File: src/rtl/fetch_ctrl_pkg.sv
// Shared types and constants for the instruction-fetch sequencer.
package fetch_ctrl_pkg;

  localparam int unsigned PC_W            = 32;
  localparam int unsigned INSTR_BYTES     = 4;
  localparam logic [PC_W-1:0] DEFAULT_RESET_PC = 32'h0000_0000;
  localparam int unsigned DEFAULT_TIMEOUT = 15;

  typedef enum logic [2:0] {
    ST_BOOT  = 3'd0,
    ST_FETCH = 3'd1,
    ST_DRAIN = 3'd2,
    ST_STALL = 3'd3,
    ST_ERROR = 3'd4
  } fetch_state_t;

  // Sequential next PC; wraps at 2^32 and leaves PC[1:0] untouched.
  function automatic logic [PC_W-1:0] pc_incr(input logic [PC_W-1:0] pc);
    return pc + PC_W'(INSTR_BYTES);
  endfunction

endpackage

File: src/rtl/fetch_timeout_ctr.sv
// Counts consecutive unacknowledged request cycles; flags the cycle that reaches TIMEOUT.
module fetch_timeout_ctr #(
  parameter int unsigned TIMEOUT = 15
) (
  input  logic CLK,
  input  logic RST,
  input  logic inc,
  input  logic clr,
  output logic expired
);

  localparam int unsigned CW = $clog2(TIMEOUT + 1);

  logic [CW-1:0] cnt_q;
  logic [CW-1:0] cnt_d;
  logic          at_max_c;

  assign at_max_c = (cnt_q == CW'(TIMEOUT));

  always_comb begin
    cnt_d = cnt_q;
    if (clr) begin
      cnt_d = '0;
    end else if (inc && !at_max_c) begin
      cnt_d = cnt_q + CW'(1);
    end
  end

  always_ff @(posedge CLK or negedge RST) begin
    if (!RST) begin
      cnt_q <= '0;
    end else begin
      cnt_q <= cnt_d;
    end
  end

  // Fires in the cycle whose increment lands on TIMEOUT, so the FSM can leave on that edge.
  assign expired = at_max_c || (inc && (cnt_q == CW'(TIMEOUT - 1)));

endmodule

File: src/rtl/fetch_ctrl.sv
// Instruction-fetch sequencer: PC update, IMEM request handshake and IF/ID write/flush control.
module fetch_ctrl
  import fetch_ctrl_pkg::*;
#(
  parameter logic [31:0] RESET_PC = DEFAULT_RESET_PC,
  parameter int unsigned TIMEOUT  = DEFAULT_TIMEOUT
) (
  input  logic        CLK,
  input  logic        RST,
  input  logic [31:0] PC,
  input  logic        EX_MEM_PCSrc,
  input  logic [31:0] EX_MEM_NPC,
  input  logic        ID_STALL,
  input  logic        IMEM_ACK,
  output logic        IMEM_REQ,
  output logic        PC_WE,
  output logic [31:0] PC_NEXT,
  output logic        IF_ID_WE,
  output logic        IF_ID_FLUSH,
  output logic        FETCH_ERR
);

  fetch_state_t    state_q, state_d;
  logic            pend_valid_q, pend_valid_d;
  logic [PC_W-1:0] pend_pc_q, pend_pc_d;

  logic            imem_req_c;
  logic            expired_c;
  logic            pc_we_c;
  logic [PC_W-1:0] pc_next_c;
  logic            if_id_we_c;
  logic            if_id_flush_c;

  assign imem_req_c = (state_q == ST_FETCH) || (state_q == ST_DRAIN);

  fetch_timeout_ctr #(
    .TIMEOUT (TIMEOUT)
  ) u_timeout (
    .CLK     (CLK),
    .RST     (RST),
    .inc     (imem_req_c && !IMEM_ACK),
    .clr     (imem_req_c && IMEM_ACK),
    .expired (expired_c)
  );

  // Next-state, pending-redirect update and Mealy enables.
  always_comb begin
    state_d       = state_q;
    pend_valid_d  = pend_valid_q;
    pend_pc_d     = pend_pc_q;
    pc_we_c       = 1'b0;
    pc_next_c     = RESET_PC;
    if_id_we_c    = 1'b0;
    if_id_flush_c = 1'b0;

    unique case (state_q)
      ST_BOOT: begin
        // Gated by RST so every enable reads 0 while reset is held.
        pc_we_c = RST;
        state_d = ST_FETCH;
      end

      ST_FETCH: begin
        if (expired_c) begin
          state_d = ST_ERROR;
        end else if (IMEM_ACK) begin
          if (EX_MEM_PCSrc) begin
            if_id_flush_c = 1'b1;
            pc_we_c       = 1'b1;
            pc_next_c     = EX_MEM_NPC;
          end else if (ID_STALL) begin
            state_d = ST_STALL;
          end else begin
            if_id_we_c = 1'b1;
            pc_we_c    = 1'b1;
            pc_next_c  = pc_incr(PC);
          end
        end else if (EX_MEM_PCSrc) begin
          if_id_flush_c = 1'b1;
          pend_pc_d     = EX_MEM_NPC;
          pend_valid_d  = 1'b1;
          state_d       = ST_DRAIN;
        end
      end

      ST_DRAIN: begin
        // The outstanding request cannot be cancelled; its data is dropped on ACK.
        if (expired_c) begin
          state_d = ST_ERROR;
        end else begin
          if_id_flush_c = EX_MEM_PCSrc;
          if (IMEM_ACK) begin
            pc_we_c      = 1'b1;
            pc_next_c    = EX_MEM_PCSrc ? EX_MEM_NPC : (pend_valid_q ? pend_pc_q : PC);
            pend_valid_d = 1'b0;
            state_d      = ST_FETCH;
          end else if (EX_MEM_PCSrc) begin
            pend_pc_d    = EX_MEM_NPC;
            pend_valid_d = 1'b1;
          end
        end
      end

      ST_STALL: begin
        if (EX_MEM_PCSrc) begin
          if_id_flush_c = 1'b1;
          pc_we_c       = 1'b1;
          pc_next_c     = EX_MEM_NPC;
          state_d       = ST_FETCH;
        end else if (!ID_STALL) begin
          if_id_we_c = 1'b1;
          pc_we_c    = 1'b1;
          pc_next_c  = pc_incr(PC);
          state_d    = ST_FETCH;
        end
      end

      ST_ERROR: begin
        state_d = ST_ERROR;
      end

      default: begin
        state_d = ST_BOOT;
      end
    endcase
  end

  always_ff @(posedge CLK or negedge RST) begin
    if (!RST) begin
      state_q      <= ST_BOOT;
      pend_valid_q <= 1'b0;
      pend_pc_q    <= '0;
    end else begin
      state_q      <= state_d;
      pend_valid_q <= pend_valid_d;
      pend_pc_q    <= pend_pc_d;
    end
  end

  assign IMEM_REQ    = imem_req_c;
  assign PC_WE       = pc_we_c;
  assign PC_NEXT     = pc_next_c;
  assign IF_ID_WE    = if_id_we_c;
  assign IF_ID_FLUSH = if_id_flush_c;
  assign FETCH_ERR   = (state_q == ST_ERROR);

endmodule

File: config.mk
export PLATFORM = sky130hd
export DESIGN_NAME = fetch_ctrl
export DESIGN_NICKNAME = d
export VERILOG_FILES = /design/src/rtl/fetch_ctrl_pkg.sv /design/src/rtl/fetch_timeout_ctr.sv /design/src/rtl/fetch_ctrl.sv
export SDC_FILE = /design/constraint.sdc
export NUM_CORES = 1
export LEC_CHECK = 0
export ABC_AREA = 0
export CELL_PAD_IN_SITES_DETAIL_PLACEMENT = 1
export CELL_PAD_IN_SITES_GLOBAL_PLACEMENT = 1
export CORE_MARGIN = 5
export CORE_UTILIZATION = 34
export DETAILED_ROUTE_END_ITERATION = 12
export DONT_BUFFER_PORTS = 1
export GPL_TIMING_DRIVEN = 1
export PLACE_DENSITY = 0.63
export RECOVER_POWER = 100
export SETUP_SLACK_MARGIN = 0.4
export SYNTH_ARGS = -nofsm -noshare
export SYNTH_HDL_FRONTEND = slang
export SYNTH_SLANG_ARGS = --single-unit
File: constraint.sdc
create_clock -name CLK -period 9.2 [get_ports CLK]
set_clock_uncertainty 0.1 [all_clocks]
set_input_delay 2.76 -clock CLK [delete_from_list [all_inputs] [get_ports CLK]]
set_output_delay 2.76 -clock CLK [all_outputs]
set_load 0.005 [all_outputs]
* Word level (Yosys, flattened, before mapping)
Cells that the tools add are included.
W data, S select, Z words.
** Operators by class
- Equal/unequal tests :: 14
- Bitwise logic cells :: 2
- Shift-type cells :: 0
- Mux-type cells :: 42
- Div/mod/pow operators :: 0
- Add/sub/neg operators :: 2
- Reductions and logical operators :: 15
- $mul :: 0
- Order comparisons :: 0
** Operators by type and width (number)
- $mux W32 :: 8
- $pmux W32 S3 :: 1
- $add A32 B3 Y32 const B :: 1
- $mux W3 :: 9
- $mux W1 :: 17
- $pmux W3 S5 :: 1
- $ne A4 B4 Y1 const B :: 3
- $eq A4 B4 Y1 const B :: 2
- $mux W4 :: 2
- $reduce_and A4 Y1 :: 2
- $eq A3 B2 Y1 const B :: 2
- $ne A2 B2 Y1 const B :: 3
- $ne A3 B3 Y1 const B :: 2
- $reduce_and A5 Y1 :: 1
- $add A4 B1 Y4 const B :: 1
- $logic_and A1 B1 Y1 :: 4
- $pmux W1 S2 :: 2
- $pmux W1 S4 :: 1
- $reduce_bool A2 Y1 :: 2
- $eq A3 B1 Y1 const B :: 1
- $eq A3 B3 Y1 const B :: 1
- $logic_not A3 Y1 :: 1
- $pmux W1 S3 :: 1
- $logic_not A1 Y1 :: 2
- other kinds (3) :: 5
** Storage, ports and cells
- Latch bits :: 0
- Logic and storage cells :: 79
- Bits of input ports :: 69
- Bits in writable memories :: 0
- Memories :: 0
- Register bits after elaboration :: 40
- Bits in read-only memories :: 0

* Longest topological paths before layout
- Depth after elaboration :: 7
- Gate-level depth with buffers :: 10
- Mapped depth without buffers :: 6

* By module
Synthesis repeated with hierarchy kept, for this count alone.
** Unflattened totals
- Cell total of the unflattened synthesis :: 369
- Area total of the unflattened synthesis :: 3226.8 um2
** By module, submodules not included
- fetch_ctrl :: times used 1, area an instance 2970.3 um2, seq. area each 900.9 um2, cells each 344
- fetch_timeout_ctr :: times used 1, area an instance 256.5 um2, seq. area each 100.1 um2, cells each 25

* Worst setup path after synthesis
OpenSTA, ideal clock, no wires.
- Path kind :: input -> output
- From :: in ID_STALL
- To :: out PC_NEXT[15]
- Arrival :: 4533 ps
- Stages on the path :: 7
- Slack :: 1807 ps
- Path through :: or4b_1 clkbuf_2 or3_1 buf_6 buf_6 or4_1 nand3_1
** On the way
- Longest elaborated chain between the ends :: 5
** Ends and longest elaborated chain
- start, declared :: line fetch_ctrl.sv:13 : input logic ID_STALL,
- $mux W32 * :: line fetch_ctrl.sv:71, fetch_ctrl.sv:110
- $mux W32 * :: line fetch_ctrl.sv:105 : if (EX_MEM_PCSrc) begin
- $mux W32 :: line fetch_ctrl.sv:66 : end else if (IMEM_ACK) begin
- $mux W32 :: line fetch_ctrl.sv:64 : if (expired_c) begin
- $pmux W32 S3 * :: line fetch_ctrl.sv:56 : unique case (state_q)
- end, declared :: line fetch_ctrl.sv:17 : output logic [31:0] PC_NEXT,
Mark *: on every way between the ends. The rest lies on a longest branch, timed or not.

* Worst setup path after layout
- From :: in ID_STALL
- To :: out PC_NEXT[1]
The elaborated chain is that of the path after synthesis.

==> run_results.csv <==
group,metric,value,unit
critical_path,path_cells,"or4b_1 -> or3_1 -> inv_1 -> buf_4 -> a22oi_1 -> a21oi_1",
sta,timing.final.ws_setup,1.184,ns
synth,synthArstFlopShare,100.0,%
sta,grt_setup_unrepaired,"no",
hold_path,worstHoldPathType,"flip-flop to flip-flop",
sta,fin_crit,8.016,ns
routing,drtAntennaViolNets,0,
cells_and_area,antenna_cells,0,
clock_tree,holdBufCountCts,0,
die,boundaryPins,106,
sta,final_max_slew_viol_count,34,
grt,first_global_vias,3687,
clock_tree,postCtsSetupBuffers,0,
critical_path,worst_path_dominant_cell_family,"simple AND/OR/NAND/NOR gates",
critical_path,critical_setup_path_class,"primary input to output port",
power_and_ir_drop,power.switching_fraction,39.90,%
synth,yosysMostFrequentCell,"nand2_1",
critical_path,r2r.worst_path.cells,6,
sta,setup_viol,0,
synth,syn_area,3632,µm²
flow_run,max_cap_viol_count,1,
routing,wl_per_cell,23.71,µm
run_status,failing_checks,"capacitance limit, slew limit",
grt,use_met1,25.02,%
synth,synth.top_cells.by_area,"dfrtp_1, mux2_2, mux2i_1, nand3_1, nand2_1",
grt,total_overflow_reported_by_the_global_router,0,
synth,yosys.area.top_type,"dfrtp_1",
synth,synth_seq_cells,40,
routing,num_vias,3457,
placed_design,place_congestion,0.8122,
sta,fin_setup_tns,0,ns
critical_path,r2r_start,"state_q[0]$_DFFE_PN0P_",
routing,number_of_optimization_iterations_in_the_first_detailed_route_pass,4,
synth,synthFlopType,"dfrtp_1",
sta,tightest_slew,2.182,ns
power_and_ir_drop,vdd.ir_drop.worst,107.7,µV
clock_tree,worst_setup_hold_path_clk_slew,0.08,ns
cells_and_area,fill_cells,1261,
critical_path,worstPathBufferInverterCount,2,
critical_path,worstSetupStartpoint,"ID_STALL",
sta,final.period_utilization,87.13,%
clock_tree,numCtsBuffers,5,
placed_design,placed_instances,536,
routing,first_iter_violations,213,
grt,gr-usage-all-layers,19.96,%
sta,finalHoldViolCount,0,
grt,wire_length_of_the_first_global_routing_pass,20.58,mm
clock_tree,max-clock-path-buffers,2,
die,die_h,113.4,µm
critical_path,crit_path_end_kind,"output port",
critical_path,startpoint_type,"primary input",
clock_tree,cts.sink_count,40,
critical_path,crit_fanout,16,
die,std_cell_rows,37,
power_and_ir_drop,p_clk_share,13.3,%
critical_path,cp_data_required_time,6.34,ns
die,design.core.area,10370,µm²
synth,post_synthesis_net_count,501,
cells_and_area,post_route_non_filler_standard_cell_count,542,
grt,busiest_metal_layer_after_global_routing,"met2",
cells_and_area,syn2layout_area_growth,3.238,%
die,die_area,12850,µm²
synth,syn_area_per_cell,8.467,µm²
cells_and_area,drive_above_1_share,14.29,%
critical_path,crit_path_max_incr_delay,0.64,ns
hold_path,min_delay_path_depth,1,
critical_path,critPathSlowestCell,"or4b_1",
placed_design,port-buffer-count,0,
synth,synth-edff-count,0,
critical_path,arrival,5.16,ns
sta,timing.slew.headroom,-45.43,%
power_and_ir_drop,p_seq_share,41.0,%
run_status,outcome,"finished with violations",
grt,maximum_number_of_pins_on_one_net_before_global_route_repair,42,
critical_path,worstSetupPathDepth,6,
critical_path,critPathCapture,"PC_NEXT[1]",
grt,met2_usage,34.60,%
cells_and_area,final_nets,479,
synth,ys_types,53,
synth,syn-instance-count,429,
power_and_ir_drop,total_leakage_power,1.513,nW
power_and_ir_drop,net-switching-power,0.3456,mW
power_and_ir_drop,power-per-cell-area,231.0,nW/µm²
power_and_ir_drop,pwr-share-comb,45.7,%
critical_path,r2r_setup_slack,5.52,ns
synth,synth_seq_area_share,27.56,%
synth,synth_warnings,0,
clock_tree,clock-root-buffer,"clkbuf_8",
placed_design,dpl_worst_slack,1.185,ns
die,initial_utilization,35.03,%
clock_tree,cts_tree,"done",
synth,synth_top_cell_area_share,27.56,%
grt,fraction_of_met3_tracks_used_by_global_routing,4.759,%
grt,initial_antenna_violation_count,0,
clock_tree,htreeDepth,2,
routing,avgViaCountPerCell,6.378,
placed_design,detailedPlacementHpwl,9.388,mm
routing,finalWirelength,12.85,mm
sta,max_clock_freq,0.1248,GHz
critical_path,r2r_end,"pend_pc_q[7]$_DFFE_PN0P_",
die,dieWidth,113.4,µm
power_and_ir_drop,power.internal,0.5206,mW
clock_tree,clock_insertion_delay_worst_skew,0.29,ns
clock_tree,post_cts_resized,0,
synth,post_synth_most_frequent_cells,"nand2_1, dfrtp_1, mux2_2, nand3_1, mux2i_1",
routing,detail_route.drc_violations,0,
## metrics by stage
stage / utilization (%) / power (mW) / hold WS, ns / area [µm²]
2_1_floorplan: - / 0.6650 / 0.3750 / 3632
3_3_place_gp: 35.50 / 0.7348 / 0.3857 / 3681
3_5_place_dp: 35.50 / 0.7542 / 0.3919 / 3681
4_1_cts: 36.20 / 0.8735 / 0.4118 / 3754
5_1_grt: 36.16 / 0.9342 / 0.4238 / 3750
6_report: 36.16 / 0.8662 / 0.4073 / 3750
## power by group through the flow
stage               logic, mW  registers, mW  clock network, mW
floorplan               0.367          0.298                  0
global placement        0.384          0.351                  0
detailed placement      0.397          0.357                  0
CTS                     0.399          0.354              0.121
global route            0.441          0.366              0.127
finish                  0.396          0.355              0.115
## logic make-up (layout without fill, tap and decap cells)
family | after synthesis | after routing | synth area share (%)
buffers and inverters | 48 | 25 | 5.890
adders and majority gates | 3 | 3 | 1.034
and+or+nand+nor | 164 | 164 | 23.70
xor gates and xnor gates | 13 | 13 | 3.135
muxes | 64 | 64 | 18.95
AOI/OAI and AO/OA | 97 | 97 | 19.74
DFF | 40 | 40 | 27.56
## flip-flops by register name (all words and copies together), names as in the netlist
signal           flops
state_q              3
pend_valid_q         1
pend_pc_q           32
u_timeout.cnt_q      4
## placed cells by master, fill, tap and decap left out, types with 2 or more instances in the layout
master / n
xnor2_1: 8
a21o_1: 2
o211ai_1: 8
o311ai_0: 6
nor2b_1: 3
or4_1: 9
nand4_1: 12
or4b_2: 2
a311o_2: 4
nand4b_1: 2
mux2i_1: 26
o21ai_0: 19
clkbuf_1: 2
nor4_1: 10
nor2_1: 21
inv_1: 15
nand2_1: 42
a21oi_1: 10
nand3b_1: 2
a31oi_1: 2
nor3_1: 9
buf_4: 3
xor2_1: 5
a32oi_1: 4
ha_1: 3
o31ai_1: 4
a22o_1: 2
dfrtp_1: 39
or2_2: 3
mux2_2: 38
a221o_1: 10
or3_1: 3
a22oi_1: 17
nand3_1: 32
and3_1: 5
and4_1: 4
clkbuf_8: 5
## worst register-to-register path: cells and delay by family (launching register included)
family                 cells  cell delay (ns)
buffers and inverters      2             1.77
flip-flops                 1             0.64
multiplexers               1             0.48
AND/OR/NAND/NOR            2             0.35
XOR/XNOR                   1             0.23
## cell type report
type | count | area, µm² | area share, %
Multi-Input combinational cell | 341 | 2422 | 64.60
Sequential cell | 40 | 1002 | 26.73
Tap cell | 136 | 170.2 | 4.538
Clock buffer | 6 | 72.57 | 1.935
Timing Repair Buffer | 4 | 26.28 | 0.7007
Inverter | 15 | 56.30 | 1.502
## worst min path at each step
stage	from	endpoint
2_1_floorplan	pend_pc_q[0]$_DFFE_PN0P_	pend_pc_q[0]$_DFFE_PN0P_
3_5_place_dp	pend_pc_q[3]$_DFFE_PN0P_	pend_pc_q[3]$_DFFE_PN0P_
4_1_cts	pend_pc_q[3]$_DFFE_PN0P_	pend_pc_q[3]$_DFFE_PN0P_
6_report	pend_pc_q[17]$_DFFE_PN0P_	pend_pc_q[17]$_DFFE_PN0P_
5_1_grt	pend_pc_q[3]$_DFFE_PN0P_	pend_pc_q[3]$_DFFE_PN0P_
3_3_place_gp	pend_pc_q[3]$_DFFE_PN0P_	pend_pc_q[3]$_DFFE_PN0P_
## metal layers
layer  share of wire (%)  wire length [µm]  vias up
met3                 7.2               925        6
li1                    -                 -     1607
met1                  42              5373     1741
met4                0.93               119        0
met5                   0                 0        -
met2                  50              6431      103
Note: power is estimated with default switching activity, not from simulation.
